**src/rtl/render_cfg_pkg.sv**
```systemverilog
// render_cfg_pkg
//   Shared definitions for the renderer configuration master: register map
//   of the configuration slave, burst length, FSM state encoding and the
//   write-data source selector used by the write sequencer.
package render_cfg_pkg;

    localparam logic [15:0] CFG_FB_BASE    = 16'h0000;
    localparam logic [15:0] CFG_VB_BASE    = 16'h0004;
    localparam logic [15:0] CFG_START      = 16'h0008;  // also the done register
    localparam logic [15:0] CFG_MV_BASE    = 16'h0100;
    localparam logic [15:0] CFG_MVP_BASE   = 16'h0200;
    localparam logic [15:0] CFG_LIGHT_BASE = 16'h0300;

    localparam int unsigned CFG_NUM_WRITES = 38;

    typedef enum logic [2:0] {
        ST_IDLE,
        ST_WR,
        ST_POLL_WAIT,
        ST_RD,
        ST_RD_DATA
    } cfg_state_t;

    typedef enum logic [2:0] {
        SEL_FB,
        SEL_VB,
        SEL_MV,
        SEL_MVP,
        SEL_LIGHT,
        SEL_ONE
    } data_sel_t;

endpackage

```
**src/rtl/cfg_wr_seq.sv**
```systemverilog
// cfg_wr_seq
//   Maps the configuration write index (0..37) to the slave byte address,
//   the write-data source and the word index within that source.
//   idx  : write index
//   addr : Avalon byte address for this write
//   sel  : which latched config source supplies the data
//   word : word index within the matrix / lighting source
module cfg_wr_seq
    import render_cfg_pkg::*;
(
    input  logic [5:0]  idx,
    output logic [15:0] addr,
    output data_sel_t   sel,
    output logic [3:0]  word
);

    always_comb begin
        addr = CFG_START;
        sel  = SEL_ONE;
        word = '0;
        if (idx == 6'd0) begin
            addr = CFG_FB_BASE;
            sel  = SEL_FB;
        end else if (idx == 6'd1) begin
            addr = CFG_VB_BASE;
            sel  = SEL_VB;
        end else if (idx < 6'd18) begin
            word = 4'(idx - 6'd2);
            addr = CFG_MV_BASE + {10'b0, word, 2'b00};
            sel  = SEL_MV;
        end else if (idx < 6'd34) begin
            word = 4'(idx - 6'd18);
            addr = CFG_MVP_BASE + {10'b0, word, 2'b00};
            sel  = SEL_MVP;
        end else if (idx < 6'd37) begin
            word = 4'(idx - 6'd34);
            addr = CFG_LIGHT_BASE + {10'b0, word, 2'b00};
            sel  = SEL_LIGHT;
        end
    end

endmodule

```
**src/rtl/render_cfg_master.sv**
```systemverilog
// render_cfg_master
//   Avalon-MM master that latches a frame configuration on start, writes it
//   to the renderer register file, kicks the start register, then polls the
//   done register until it reads 1 (done) or the poll limit is hit (timeout).
//   clk, reset           : clock, asynchronous active-high reset
//   start                : frame request, honoured only when idle
//   fb_base, vb_base     : buffer bases (26 bit)
//   mv_in, mvp_in        : 16 x 32-bit matrices, word i at [32i +: 32]
//   light_in             : 3 x 32-bit lighting words, word i at [32i +: 32]
//   busy, done, timeout  : status; done/timeout are single-cycle pulses
//   address, write, read, writedata, waitrequest, readdata : Avalon-MM master
module render_cfg_master
    import render_cfg_pkg::*;
#(
    parameter int unsigned POLL_GAP     = 16,
    parameter int unsigned POLL_LIMIT   = 65535,
    parameter int unsigned READ_LATENCY = 1
) (
    input  logic         clk,
    input  logic         reset,
    input  logic         start,
    input  logic [25:0]  fb_base,
    input  logic [25:0]  vb_base,
    input  logic [511:0] mv_in,
    input  logic [511:0] mvp_in,
    input  logic [95:0]  light_in,
    output logic         busy,
    output logic         done,
    output logic         timeout,
    output logic [15:0]  address,
    output logic         write,
    output logic         read,
    output logic [31:0]  writedata,
    input  logic         waitrequest,
    input  logic [31:0]  readdata
);

    localparam logic [5:0]  LAST_IDX = 6'(CFG_NUM_WRITES - 1);
    localparam logic [15:0] GAP_LAST = 16'(POLL_GAP - 1);
    localparam logic [15:0] LAT_LAST = 16'(READ_LATENCY - 1);
    localparam logic [15:0] LIMIT    = 16'(POLL_LIMIT);

    cfg_state_t        state, state_nx;
    logic [5:0]        idx;
    logic [15:0]       gap_cnt, lat_cnt, poll_cnt;
    logic [25:0]       fb_q, vb_q;
    logic [15:0][31:0] mv_q, mvp_q;
    logic [2:0][31:0]  light_q;

    logic [15:0] seq_addr;
    data_sel_t   seq_sel;
    logic [3:0]  seq_word;
    logic [31:0] wr_data;
    logic        unused_rd;

    assign unused_rd = ^readdata[31:1];

    cfg_wr_seq u_seq (
        .idx  (idx),
        .addr (seq_addr),
        .sel  (seq_sel),
        .word (seq_word)
    );

    always_comb begin
        wr_data = 32'h0000_0001;
        case (seq_sel)
            SEL_FB:    wr_data = {6'b0, fb_q};
            SEL_VB:    wr_data = {6'b0, vb_q};
            SEL_MV:    wr_data = mv_q[seq_word];
            SEL_MVP:   wr_data = mvp_q[seq_word];
            SEL_LIGHT: wr_data = light_q[seq_word[1:0]];
            default:   wr_data = 32'h0000_0001;
        endcase
    end

    always_ff @(posedge clk or posedge reset) begin
        if (reset) begin
            state    <= ST_IDLE;
            idx      <= '0;
            gap_cnt  <= '0;
            lat_cnt  <= '0;
            poll_cnt <= '0;
            fb_q     <= '0;
            vb_q     <= '0;
            mv_q     <= '0;
            mvp_q    <= '0;
            light_q  <= '0;
        end else begin
            state <= state_nx;
            if (state == ST_IDLE && start) begin
                idx     <= '0;
                fb_q    <= fb_base;
                vb_q    <= vb_base;
                mv_q    <= mv_in;
                mvp_q   <= mvp_in;
                light_q <= light_in;
            end
            if (state == ST_WR && !waitrequest)
                idx <= idx + 6'd1;
            // Counters run only while in their own state and restart from 0
            // on every entry.
            gap_cnt <= (state == ST_POLL_WAIT) ? gap_cnt + 16'd1 : '0;
            lat_cnt <= (state == ST_RD_DATA)   ? lat_cnt + 16'd1 : '0;
            if (state == ST_WR)
                poll_cnt <= '0;
            else if (state == ST_RD && !waitrequest && poll_cnt != '1)
                poll_cnt <= poll_cnt + 16'd1;
        end
    end

    always_comb begin
        state_nx  = state;
        busy      = (state != ST_IDLE);
        done      = 1'b0;
        timeout   = 1'b0;
        write     = 1'b0;
        read      = 1'b0;
        address   = '0;
        writedata = '0;
        case (state)
            ST_IDLE: begin
                if (start)
                    state_nx = ST_WR;
            end
            ST_WR: begin
                write     = 1'b1;
                address   = seq_addr;
                writedata = wr_data;
                if (!waitrequest && idx == LAST_IDX)
                    state_nx = ST_POLL_WAIT;
            end
            ST_POLL_WAIT: begin
                if (gap_cnt == GAP_LAST)
                    state_nx = ST_RD;
            end
            ST_RD: begin
                read    = 1'b1;
                address = CFG_START;
                if (!waitrequest)
                    state_nx = ST_RD_DATA;
            end
            ST_RD_DATA: begin
                if (lat_cnt == LAT_LAST) begin
                    if (readdata[0]) begin
                        done     = 1'b1;
                        state_nx = ST_IDLE;
                    end else if (poll_cnt == LIMIT) begin
                        timeout  = 1'b1;
                        state_nx = ST_IDLE;
                    end else begin
                        state_nx = ST_POLL_WAIT;
                    end
                end
            end
            default: state_nx = ST_IDLE;
        endcase
    end

endmodule

```
**config.mk**
```make
export PLATFORM = sky130hd
export DESIGN_NAME = render_cfg_master
export DESIGN_NICKNAME = d
export VERILOG_FILES = /design/src/rtl/render_cfg_pkg.sv /design/src/rtl/cfg_wr_seq.sv /design/src/rtl/render_cfg_master.sv
export SDC_FILE = /design/constraint.sdc
export NUM_CORES = 2
export LEC_CHECK = 0
export CAP_MARGIN = 20
export CORE_AREA = 5 5 483 485
export CTS_CLUSTER_DIAMETER = 120
export DETAILED_ROUTE_END_ITERATION = 12
export DIE_AREA = 0 0 488 490
export SYNTH_ARGS = -nofsm -noshare
export SYNTH_HDL_FRONTEND = slang
export SYNTH_SLANG_ARGS = --single-unit
```
**constraint.sdc**
```tcl
create_clock -name clk -period 45.3 [get_ports clk]
set_clock_uncertainty 0.15 [all_clocks]
set_input_delay 6.795 -clock clk [delete_from_list [all_inputs] [get_ports clk]]
set_output_delay 6.795 -clock clk [all_outputs]
set_load 0.005 [all_outputs]
```
==> impl_summary.log <==
[metrics] result of the run: complete, no violations
[metrics] CP Launch Type: primary input
[metrics] global-route wire length before repair: 429,900 um
[metrics] maximum clock path buffer count: 3
[metrics] antenna violations before repair: 163
[metrics] Area growth, synth to finish: 36.26%
[metrics] horizontal die dimension: 488 um
[metrics] cell count after synthesis: 6,671
[metrics] Row Count: 176
[metrics] critical path class: in -> out
[metrics] class of the most critical hold timing path: reg -> reg
[metrics] most used flip-flop cell after synthesis: dfrtp_1
[metrics] largest driver fanout on the critical path: 3
[metrics] residual antenna-violating net count after detailed routing: 0
[metrics] I/O pin cnt: 1,261
[metrics] count of distinct cell types in the synthesized netlist: 78
[metrics] arrival time of data at the critical path endpoint: 8.02 ns
[metrics] TNS Setup: 0 ns
[metrics] placer's final routability congestion estimate: 0.8875
[metrics] Warnings, synthesis: 0
[metrics] half-perimeter wire length of the detailed placement result: 243,900 um
[metrics] total vias in the final route: 53,120
[metrics] sequential fraction of the synthesis area: 54.04%
[metrics] top cell type's share of synthesized area: 54.04%
[metrics] Final period util: 33.04%
[metrics] CTS H-Tree Depth: 4
[metrics] Port Buffer Count: 1,219
[metrics] die area: 239,100 um^2
[metrics] total setup buffers inserted after CTS: 0
[metrics] number of pins exceeding their max-slew limit in the final report: 0
[metrics] depth of the worst register-to-register path: 7
[metrics] Slew @ Worst Pin: 1.321 ns
[metrics] Post-Synthesis Mean Instance Area: 8.531 um^2
[metrics] number of setup violations in the final report: 0
[metrics] starting density of the core: 24.87%
[metrics] EDFF count, synth: 0
[metrics] share of cells above drive strength 1: 7.678%
[metrics] Final Core Density: 33.89%
[metrics] worst slew slack as a fraction of its limit: 11.95%
[metrics] Setup crit end kind: output pin
[metrics] largest net degree at the start of global routing: 240
[metrics] maximum achievable frequency: 0.06681 GHz
[metrics] cell area after synthesis: 56,910 um^2
[metrics] series of cell instances along the critical path: clkdlybuf4s50_1 > and3b_1 > clkdlybuf4s50_1
[metrics] total CTS buffers: 151
[metrics] number of maximum-capacitance constraint violations: 0
[metrics] starting DRC count in detailed routing: 4,935
[metrics] TritonCTS clock tree: yes
[metrics] nets@finish: 8,940
[metrics] Final Routed Wirelength: 317,400 um
[metrics] hold path depth: 2
[metrics] leak pwr: 36.72 nW
[metrics] synth cell count leaders: nand2_1, dfrtp_1, clkbuf_1
[metrics] ys async rst share: 100.0%
[metrics] dominant cell type by area after synthesis: dfrtp_1
[metrics] clock sink total: 1,229
[metrics] largest incremental delay on the critical path: 0.51 ns
[metrics] detailed-route vias per instance: 4.855
[metrics] post-synthesis register bit count: 1,229
[metrics] GRT overflow: 0
[metrics] Die Y-Extent: 490 um
[metrics] routed len/inst: 29.01 um
[metrics] length of the first detailed-routing pass in iterations: 6
[metrics] Hold Vio Cnt, Final: 0
[metrics] cell area power density: 75.09 nW/um^2
[metrics] min cycle time layout: 14.97 ns
[metrics] unrepaired setup endpoints after global routing: false
[metrics] most instantiated library cell after synthesis: nand2_1
[metrics] source-to-sink clock delay at the later pin of the worst-skew pair: 0.78 ns
[metrics] total of cells resized after clock tree synthesis: 0
[metrics] global router's overall resource usage: 25.67%
[metrics] area of the placeable core: 228,800 um^2
[metrics] CTS root buf: clkbuf_16
[metrics] largest cells by area after synthesis: dfrtp_1, nand2_1, mux2_2
[metrics] CTS clock-pin slew for the worst setup and hold paths: 0.06 ns
[metrics] worst endpoint required time: 38.36 ns
[metrics] number of global-route vias before repair: 53,680
[metrics] drc violations: 0
[metrics] Crit path top cell by count: clkdlybuf4s50_1
[metrics] worst voltage drop across the vdd grid: 0.00004198 V
[metrics] number of buffers added to fix hold violations after cts: 0
[metrics] Crit-path slowest cell: clkdlybuf4s50_1
==> per-layer routing <==
layer  up-vias  part of all wire (%)  global-route usage (%)
met4        90                   4.6                   11.56
met1     26380                    40                   31.90
met5         -                  0.18                       0
li1      23810                     -                       -
met3       544                   7.6                   6.842
met2      2298                    47                   41.73
==> sequential cells by signal (all words and copies together), names as in the netlist <==
name      count
mvp_q       512
idx           6
state         3
light_q      96
lat_cnt      16
mv_q        512
gap_cnt      16
vb_q         26
poll_cnt     16
fb_q         26
==> report_power, final <==
group	total [mW]	switching, mW	internal [mW]
registers	1.90	0.311	1.59
logic	2.67	1.79	0.883
clock network	1.25	0.533	0.719
==> worst max-delay path: cells and delay by family <==
kind | cells | cell delay [ns]
and+or+nand+nor | 1 | 0.24
buffers and inverters | 2 | 0.99
==> layout by cell type (no fill, tap or decap), drive strengths merged, types with 26 or more instances in the layout <==
master	Yosys	layout
a21oi	123	123
buf	134	118
diode	0	74
nand2	3700	3700
mux2	116	116
mux4	58	58
dfrtp	1229	1229
a22oi	26	26
clkdlybuf4s50	0	1219
clkinv	1	38
nor2	168	168
a221o	42	42
nor3	65	65
a221oi	61	61
o22ai	55	55
clkbuf	315	214
nand3	35	35
o21ai	77	77
mux2i	108	108
==> worst paths after layout <==
check	start	endpoint	slack (ns)
worst max register to register	state[1]$_DFFE_PP0P_	mvp_q[141]$_DFFE_PP0P_	40.86
min in group asynchronous	reset	mv_q[463]$_DFFE_PP0P_	6.45
worst min register to register	mv_q[239]$_DFFE_PP0P_	mv_q[239]$_DFFE_PP0P_	0.32
worst max-delay path	readdata[0]	timeout	30.33
worst min-delay path	mv_q[239]$_DFFE_PP0P_	mv_q[239]$_DFFE_PP0P_	0.32
max in group asynchronous	reset	mvp_q[199]$_DFFE_PP0P_	34.46
==> logic make-up (layout without fill, tap and decap cells) <==
kind of cell / count (synthesis) / after routing / synth area share [%]
AND/OR/NAND/NOR: 4077 / 4077 / 27.85
adder cells (fa/ha/maj): 10 / 10 / 0.2199
multiplexers: 282 / 282 / 6.490
XOR/XNOR: 33 / 33 / 0.5540
flip-flops: 1229 / 1229 / 54.04
other: 1 / 84 / 0.006589
buffers and inverters: 463 / 1624 / 3.597
AO/OA/AOI/OAI: 576 / 576 / 7.246
==> cell type report <==
class	instances	area, um^2
Multi-Input combinational cell	4988	24370
Clock buffer	213	4354
Fill cell	23650	151300
Tap cell	3026	3786
Clock inverter	59	740.7
Timing Repair Buffer	1338	13280
Antenna cell	74	185.2
Inverter	14	65.06
Sequential cell	1229	30760
==> through the flow <==
step	setup WS, ns	total power, mW	instances	cell area, um^2	hold slack [ns]
floorplan	3.726	3.173	6680	56940	0.2829
CTS	30.35	5.922	10860	77270	0.3205
global placement	30.34	4.597	10590	72150	0.2949
global route	30.29	6.138	10910	77460	0.3335
finish	30.33	5.823	10940	77550	0.3169
detailed placement	30.35	4.644	10590	72180	0.3078
Power figures use the tool's default switching activity.
